[src/rtl/matrix_mem_server.sv]
// matrix_mem_server: matrix RAM owner, systemizer responder and byte-wide host loader/dumper.
// Optional WRITE_FORWARD_EN: same-cycle read/write to one address returns the new data.
module matrix_mem_server #(
  parameter int BLOCK  = 4,
  parameter int DEPTH  = 40,
  parameter int ADDR_W = $clog2(DEPTH)
) (
  input  logic              clk,
  input  logic              rst,
  input  logic              cmd_valid,
  input  logic [1:0]        cmd,
  input  logic              in_valid,
  output logic              in_ready,
  input  logic [7:0]        in_data,
  output logic              out_valid,
  input  logic              out_ready,
  output logic [7:0]        out_data,
  output logic              busy,
  output logic [1:0]        status,
  output logic              start,
  input  logic              done,
  input  logic              fail,
  input  logic              success,
  input  logic              rd_en,
  input  logic [ADDR_W-1:0] rd_addr,
  output logic [BLOCK-1:0]  data_out,
  input  logic              wr_en,
  input  logic [ADDR_W-1:0] wr_addr,
  input  logic [BLOCK-1:0]  data_in
);

  localparam int BPW = (BLOCK + 7) / 8;
  localparam int WB  = 8 * BPW;
  localparam int BCW = (BPW > 1) ? $clog2(BPW) : 1;

  localparam logic [ADDR_W-1:0] LAST_W  = ADDR_W'(DEPTH - 1);
  localparam logic [BCW-1:0]    LAST_B  = BCW'(BPW - 1);
  localparam logic [ADDR_W:0]   DEPTH_X = (ADDR_W + 1)'(DEPTH);

  typedef enum logic [2:0] {
    S_IDLE,
    S_LOAD,
    S_RUN_PULSE,
    S_RUN_WAIT,
    S_DUMP_RD,
    S_DUMP_TX
  } state_t;

  state_t state;
  state_t state_nx;

  logic [BLOCK-1:0]  mem [DEPTH];
  logic [ADDR_W-1:0] ptr;
  logic [BCW-1:0]    bcnt;
  logic [WB-1:0]     wbuf;
  logic [WB-1:0]     load_word;
  logic [WB-1:0]     rd_word;
  logic [WB-1:0]     tx_word;
  logic              clash;
  logic              clash_nx;

  logic in_fire;
  logic out_fire;
  logic last_byte;
  logic host_wr;
  logic sys_wr;
  logic sys_rd_ok;

  assign busy      = (state != S_IDLE);
  assign in_ready  = (state == S_LOAD);
  assign out_valid = (state == S_DUMP_TX);
  assign start     = (state == S_RUN_PULSE);

  assign in_fire   = in_ready && in_valid;
  assign out_fire  = out_valid && out_ready;
  assign last_byte = (bcnt == LAST_B);
  assign host_wr   = in_fire && last_byte;
  assign sys_wr    = wr_en && ({1'b0, wr_addr} < DEPTH_X);
  assign sys_rd_ok = {1'b0, rd_addr} < DEPTH_X;
  assign clash_nx  = clash || (host_wr && sys_wr);

  // Bytes arrive LSB-first, so each new byte shifts in from the top.
  always_comb begin
    load_word = WB'({in_data, wbuf} >> 8);
    rd_word   = WB'(mem[ptr]);
  end

  always_comb begin
    state_nx = state;
    unique case (state)
      S_IDLE: begin
        if (cmd_valid) begin
          case (cmd)
            2'b01:   state_nx = S_LOAD;
            2'b10:   state_nx = S_RUN_PULSE;
            2'b11:   state_nx = S_DUMP_RD;
            default: state_nx = S_IDLE;
          endcase
        end
      end
      S_LOAD: begin
        if (host_wr && ptr == LAST_W) state_nx = S_IDLE;
      end
      S_RUN_PULSE: state_nx = S_RUN_WAIT;
      S_RUN_WAIT: begin
        if (done) state_nx = S_IDLE;
      end
      S_DUMP_RD: state_nx = S_DUMP_TX;
      S_DUMP_TX: begin
        if (out_fire && last_byte)
          state_nx = (ptr == LAST_W) ? S_IDLE : S_DUMP_RD;
      end
      default: state_nx = S_IDLE;
    endcase
  end

  // The systemizer write always wins the single RAM write port.
  always_ff @(posedge clk) begin
    if (sys_wr)
      mem[wr_addr] <= data_in;
    else if (host_wr)
      mem[ptr] <= BLOCK'(load_word);
  end

  always_ff @(posedge clk) begin
    if (rst) begin
      data_out <= '0;
    end else if (rd_en) begin
      if (!sys_rd_ok)
        data_out <= '0;
`ifdef WRITE_FORWARD_EN
      else if (wr_en && wr_addr == rd_addr)
        data_out <= data_in;
`endif
      else
        data_out <= mem[rd_addr];
    end
  end

  always_ff @(posedge clk) begin
    if (rst) begin
      state    <= S_IDLE;
      ptr      <= '0;
      bcnt     <= '0;
      wbuf     <= '0;
      tx_word  <= '0;
      out_data <= '0;
      status   <= '0;
      clash    <= 1'b0;
    end else begin
      state <= state_nx;
      clash <= clash_nx;
      unique case (state)
        S_IDLE: begin
          ptr  <= '0;
          bcnt <= '0;
          wbuf <= '0;
        end
        S_LOAD: begin
          if (in_fire) begin
            if (last_byte) begin
              bcnt <= '0;
              wbuf <= '0;
              ptr  <= ptr + 1'b1;
            end else begin
              bcnt <= bcnt + 1'b1;
              wbuf <= load_word;
            end
          end
        end
        S_RUN_PULSE: status <= 2'b00;
        S_RUN_WAIT: begin
          if (done) status <= {fail, success};
        end
        S_DUMP_RD: begin
          tx_word  <= rd_word;
          out_data <= rd_word[7:0];
          bcnt     <= '0;
        end
        S_DUMP_TX: begin
          if (out_fire) begin
            if (last_byte) begin
              bcnt <= '0;
              ptr  <= ptr + 1'b1;
            end else begin
              bcnt     <= bcnt + 1'b1;
              tx_word  <= tx_word >> 8;
              out_data <= 8'(tx_word >> 8);
            end
          end
        end
        default: ;
      endcase
      // A dropped host write is reported once the host operation ends.
      if (clash_nx && state != S_IDLE && state_nx == S_IDLE) begin
        status <= 2'b11;
        clash  <= 1'b0;
      end
    end
  end

endmodule
[config.mk]
export PLATFORM = sky130hd
export DESIGN_NAME = matrix_mem_server
export DESIGN_NICKNAME = d
export VERILOG_FILES = /design/src/rtl/matrix_mem_server.sv
export SDC_FILE = /design/constraint.sdc
export NUM_CORES = 1
export LEC_CHECK = 0
export ABC_AREA = 1
export CORE_AREA = 4 4 195 121
export CTS_CLUSTER_DIAMETER = 120
export CTS_CLUSTER_SIZE = 24
export DETAILED_ROUTE_END_ITERATION = 12
export DIE_AREA = 0 0 199 125
export DONT_BUFFER_PORTS = 1
export GPL_TIMING_DRIVEN = 1
export MAX_ROUTING_LAYER = met4
export SLEW_MARGIN = 20
export SYNTH_ARGS = -nofsm -noshare
export SYNTH_HDL_FRONTEND = slang
export SYNTH_SLANG_ARGS = --single-unit
[constraint.sdc]
create_clock -name clk -period 2.6 [get_ports clk]
set_input_delay 0.13 -clock clk [delete_from_list [all_inputs] [get_ports clk]]
set_output_delay 0.13 -clock clk [all_outputs]
set_load 0.01 [all_outputs]
# Word level (Yosys, flattened, before mapping)
# Memories as Yosys holds them, arrays and structs flattened. A register that Yosys moved wholly into a read port is not among the register bits.
# Index checks and enable logic that the tools add are counted.
dict set report op_classes {
  muxes 32
  n_bitwise 1
  div 0
  n_eq_ne 13
  order_cmp 2
  n_shift 0
  mul 0
  n_reduce_logical 24
  add_sub_neg 2
}
# operator n
set ops {}
lappend ops {{$mux W6} 6}
lappend ops {{$pmux W3 S6} 1}
lappend ops {{$pmux W6 S3} 1}
lappend ops {{$mux W8} 2}
lappend ops {{$pmux W8 S2} 1}
lappend ops {{$mux W3} 5}
lappend ops {{$lt A6 B6 Y1 const B} 2}
lappend ops {{$reduce_bool A3 Y1} 4}
lappend ops {{$logic_and A1 B1 Y1} 9}
lappend ops {{$mux W1} 9}
lappend ops {{$pmux W3 S3} 1}
lappend ops {{$reduce_and A3 Y1} 3}
lappend ops {{$mux W4} 2}
lappend ops {{$add A6 B1 Y6 const B} 1}
lappend ops {{$eq A3 B2 Y1 const B} 2}
lappend ops {{$eq A3 B3 Y1 const B} 2}
lappend ops {{$eq A6 B6 Y1 const B} 1}
lappend ops {{$logic_not A3 Y1} 2}
lappend ops {{$ne A2 B1 Y1 const B} 3}
lappend ops {{$eq A2 B2 Y1 const B} 2}
lappend ops {{$mux W2} 2}
lappend ops {{$pmux W2 S2} 1}
lappend ops {{$reduce_or A2 Y1} 2}
lappend ops {{$reduce_or A4 Y1} 1}
lappend ops {{other kinds (9)} 9}
dict set report word_totals {
  ramBits 160
  n_memories 1
  latchBits 0
  reg_bits 25
  input_bits 36
  romBits 0
  elab_cells 82
  out_inout_bits 18
}
# name words word_bits rd rd_ports_with_merged_regs wr line
set mem_list {}
lappend mem_list {mem 40 4 2 1 1 52} ;# logic [BLOCK-1:0] mem [DEPTH];

# Depth between registers and ports, before layout
dict set report logic_depth {
  depth_word 10
  depth_mapped 14
  ltp_nobuf 13
}

# Worst setup path after synthesis
# No wires, ideal clock.
dict set report synth_timing {
  kind {register to register}
  from {register state[0]}
  to {memory mem[0][0] (enable)}
  setup_slack_ns 0.408
  n_path_buf 1
  stages_incl_launch_ff 10
  synth_period_minus_slack_ns 2.192
  t_arrival_ns 1.815
  path_cell_list {dfxtp_1 -> nand2_2 -> nor2_4 -> nand2_2 -> clkinv_2 -> nand2_4 -> buf_6 -> o21ai_4 -> inv_2 -> nor4_1}
}
dict set report synth_between {
  elab_chain_cells 8
  word_cells_on_any_way 9
  classes_between {1 x eq/ne; 5 x mux; 3 x reduce/logical}
}
# element line
set synth_rtl {}
lappend synth_rtl {{start: declaration} 49} ;# state_t state;
lappend synth_rtl {{start signal: assignment} 151} ;# state <= state_nx;
lappend synth_rtl {{$eq A3 B1 Y1 *} 70} ;# assign in_ready = (state == S_LOAD);
lappend synth_rtl {{via in_ready} 13} ;# output logic in_ready,
lappend synth_rtl {{$logic_and A1 B1 Y1 *} 74} ;# assign in_fire = in_ready && in_valid;
lappend synth_rtl {{$logic_and A1 B1 Y1 *} 77} ;# assign host_wr = in_fire && last_byte;
lappend synth_rtl {{$mux W1 *} 121} ;# else if (host_wr)
lappend synth_rtl {{$mux W1 *} 119} ;# if (sys_wr)
lappend synth_rtl {{$mux W1 (implied by the code) *} 122} ;# mem[ptr] <= BLOCK'(load_word);
lappend synth_rtl {{$reduce_or A4 Y1 (no source line)} n/a}
lappend synth_rtl {{$mux W6 (no source line) or $mux W1 (tied branches)} n/a}
lappend synth_rtl {{end: declaration} 52}
# Mark *: on every way through the listed nets, which the timed path passes. The rest lies on a longest branch.

# Final worst setup path
dict set report layout_timing {
  from {register state[1]}
  to {memory mem[13][1] (enable)}
}
dict set report layout_between {
  elab_chain_cells 8
  word_cells_on_any_way 9
  classes_between {1 x eq/ne; 5 x mux; 3 x reduce/logical}
}
# element line
set layout_rtl {}
lappend layout_rtl {{$eq A3 B1 Y1 *} 70}
lappend layout_rtl {{$logic_and A1 B1 Y1 *} 74}
lappend layout_rtl {{$logic_and A1 B1 Y1 *} 77}
lappend layout_rtl {{$mux W1 *} 121}
lappend layout_rtl {{$mux W1 *} 119}
lappend layout_rtl {{$mux W1 (implied by the code) *} 122}
lappend layout_rtl {{$reduce_or A4 Y1 (no source line)} n/a}
lappend layout_rtl {{$mux W6 (no source line) or $mux W1 (tied branches)} n/a}
# Mark *: on every way between the ends. The rest lies on a longest branch, timed or not.

==> flow_summary_export.csv <==
group,metric,value,unit
floorplanning,die_w,199,um
routing,post_drt_wl_per_cell,20.6,um
job,drv_cap,0,
clock_tree,root_buffer,"clkbuf_16",
floorplanning,dieArea,0.0249,mm2
final_layout,drive_above_1_share,9.48,%
logic_synthesis,synth_area_leaders,"edfxtp_1, nand2_1, nand3_1",
clock_tree,clk_transition_reported_paths,0.07,ns
final_layout,final_nets,1142,
final_layout,instances_no_fill,1404,
floorplanning,num_rows,42,
routing,drt-initial-drc-count,1046,
clock_tree,htreeDepth,4,
clock_tree,worstSkewPairLatency,0.45,ns
power_and_ir_drop,p_per_area,632,mW/mm2
timing,report.final.hold_viol_count,0,
critical_path,crit_buf_inv,2,
critical_path,path_class,"flop to flop",
floorplanning,boundaryPins,54,
critical_path,crit_path_start_kind,"flop",
timing,relSlewSlack,46.4,%
global_routing,grt_max_degree,103,
timing,worst_slew_pin_slew,0.804,ns
placement,placed_cells,1364,
final_layout,n_antenna_cell,0,
timing,setup_viol,0,
critical_path,cp_top_family,"simple AND/OR/NAND/NOR gates",
logic_synthesis,syn_inst,1091,
min_path,min_path_type,"input port to flop",
final_layout,synthToLayoutAreaGrowth,12.9,%
global_routing,grt_pass1_wl,43.8,mm
routing,drc_errors,0,
placement,numPortBuffers,0,
critical_path,critical_path.max_fanout,16,
routing,ant_nets,0,
final_layout,fillCellCount,2055,
clock_tree,cts_buffers,17,
logic_synthesis,yosys.area.top_type,"edfxtp_1",
power_and_ir_drop,ir_worst_vdd,489,uV
global_routing,antenna_found_initial,0,
routing,vias,8038,
global_routing,overflow,0,
floorplanning,fp.dieH,125,um
logic_synthesis,ys_seq_area_share,56.1,%
logic_synthesis,yosys_warnings,0,
placement,gp_congestion,0.890,
global_routing,first_global_vias,7097,
timing,post-route-min-period,2.49,ns
logic_synthesis,yosysTopAreaCellShare,50.6,%
routing,viasPerCell,5.73,
placement,dp_hpwl,18.8,mm
critical_path,path_depth,11,
timing,period_share,95.6,%
floorplanning,initial_utilization,43.6,%
logic_synthesis,synth_seq_cells,186,
global_routing,grt_use_total,24.0,%
routing,drt_pass1_iterations,6,
critical_path,cp_cell_sequence,"inv_1 -> nand2_2 -> nor2_4 -> nand2_2 -> clkinv_2 -> nand2_4 -> nand2_1 -> o21ai_0 -> nor2_1 -> nand2_1 -> nor2_1",
critical_path,r2r_cells,11,
logic_synthesis,synth_area,0.00949,mm2
clock_tree,post_cts_buffers,0,
clock_tree,cts_sinks,186,
clock_tree,cts_tree,"done",
critical_path,cp_slowest_stage_delay,0.41,ns
logic_synthesis,syn_area_per_cell,8.70,um2
floorplanning,core,0.0218,mm2
timing,grt_setup_unrepaired,"true",
clock_tree,cts_buffer_depth,2,
timing,fmax,402,MHz
critical_path,arrival,2.59,ns
routing,routed_wl,28.9,mm
critical_path,crit_path_top_delay_cell,"nor2_1",
power_and_ir_drop,total_power,6.77,mW
power_and_ir_drop,p_leak,4.11,nW
logic_synthesis,synthDistinctLibCells,37,
timing,slew_violations,0,
timing,fin_worst_skew,0.00997,ns
critical_path,critPathCaptureType,"flop",
critical_path,required,2.71,ns
status,status,"complete, no violations",
min_path,holdPathStages,5,
## synthesized netlist by cell type, drive strengths merged
cell type	n
nand2	221
edfxtp	160
nand3	137
o21ai	131
nor2	113
inv	100
a21oi	66
clkbuf	35
buf	30
dfxtp	26
o211ai	20
nand4	10
nor4	8
o221ai	8
nor3	6
clkinv	4
mux2	4
a31oi	3
or2	3
o31ai	2
a211oi	1
conb	1
ha	1
nor3b	1
## cell families (layout without fill, tap and decap cells)
| family | after synthesis | in the layout | synth area share [%] |
|---|---|---|---|
| AND/OR/NAND/NOR | 499 | 499 | 22.6 |
| AO/OA/AOI/OAI | 231 | 231 | 13.5 |
| flip-flops | 186 | 186 | 56.1 |
| buffers and inverters | 169 | 193 | 7.20 |
| multiplexers | 4 | 4 | 0.475 |
| adder cells (fa/ha/maj) | 1 | 1 | 0.132 |
| other | 1 | 4 | 0.0395 |
## flip-flops by register name, summed over array words and instances (netlist names), named ones only
| name | count |
|---|---|
| state | 3 |
| status | 2 |
| ptr | 6 |
| mem | 160 |
| out_data | 4 |
| data_out | 4 |
| clash | 1 |
## timing repair
action	in CTS	in global routing
endpoints found under the setup margin	0	8
gates resized for setup	0	2
endpoints found under the hold margin	18	0
hold buffers	8	0
## final timing paths
path / slack [ns] / endpoint / start
max: 0.11 / mem[13][1] / state[1]
min: 0.02 / data_out[3] / rd_addr[5]
max reg2reg: 0.11 / mem[13][1] / state[1]
min reg2reg: 0.52 / data_out[3] / data_out[3]
## cell usage in the layout, fill, tap and decap left out, types with 2 or more instances in the layout
cell type,netlist,final
a21oi_1,66,66
a31oi_1,3,3
buf_12,0,9
buf_4,4,40
clkbuf_1,35,2
clkbuf_16,0,19
clkinv_1,3,4
clkinv_2,1,2
clkinv_4,0,2
conb_1,1,4
dfxtp_1,26,25
dlygate4sd3_1,0,8
edfxtp_1,160,160
inv_1,95,93
inv_2,5,6
inv_4,0,2
inv_6,0,4
mux2_2,4,4
nand2_1,218,218
nand2_2,2,2
nand3_1,136,135
nand3_2,1,2
nand4_1,10,10
nor2_1,112,111
nor3_1,5,5
nor4_1,8,8
o211ai_1,20,20
o21ai_0,125,125
o21ai_1,2,2
o21ai_2,2,2
o21ai_4,2,2
o221ai_1,8,8
o31ai_1,2,2
or2_2,3,3
## through the flow
| step | area, um2 | utilization [%] | hold WS [ns] | worst slack (ns) | setup TNS (ns) |
|---|---|---|---|---|---|
| floorplan | 9500 | - | 0.283 | 0.408 | 0 |
| global placement | 10100 | 46.2 | 0.202 | 0.294 | 0 |
| detailed placement | 10100 | 46.2 | 0.202 | 0.203 | 0 |
| CTS | 10700 | 49.2 | 0.00734 | 0.183 | 0 |
| global route | 10700 | 49.2 | 0.0519 | -0.0106 | -0.0730 |
| finish | 10700 | 49.2 | 0.0209 | 0.115 | 0 |
## power breakdown
part / leakage (nW) / total (mW) / switching [mW] / internal (mW)
sequential: 1.65 / 3.33 / 0.0303 / 3.30
clock: 0.283 / 2.54 / 1.16 / 1.38
combinational: 2.17 / 0.903 / 0.631 / 0.272
## per-layer routing
metal  share of wire, %  GRT usage [%]  routed length [um]
met5                  0              -                   0
met4                1.0           5.10                 299
met3                 12           7.26                3610
met2                 41           30.3               11800
met1                 46           37.6               13200
## worst reg2reg max path, stage by stage, from the launching register on
cell	delay (ns)
dfxtp_1	0.30
inv_1	0.12
nand2_2	0.10
nor2_4	0.12
nand2_2	0.07
clkinv_2	0.07
nand2_4	0.14
nand2_1	0.11
o21ai_0	0.16
nor2_1	0.22
nand2_1	0.34
nor2_1	0.41
## layout make-up
type,instances,area (um2),share of cell area (%)
inverter,104,392,3.66
multi-input combinational,739,3500,32.7
tap,286,358,3.34
clock buffer,22,497,4.64
sequential,186,5330,49.7
clock inverter,10,77.6,0.724
timing repair buffer,57,561,5.23
Note: power is estimated with default switching activity, not from simulation.
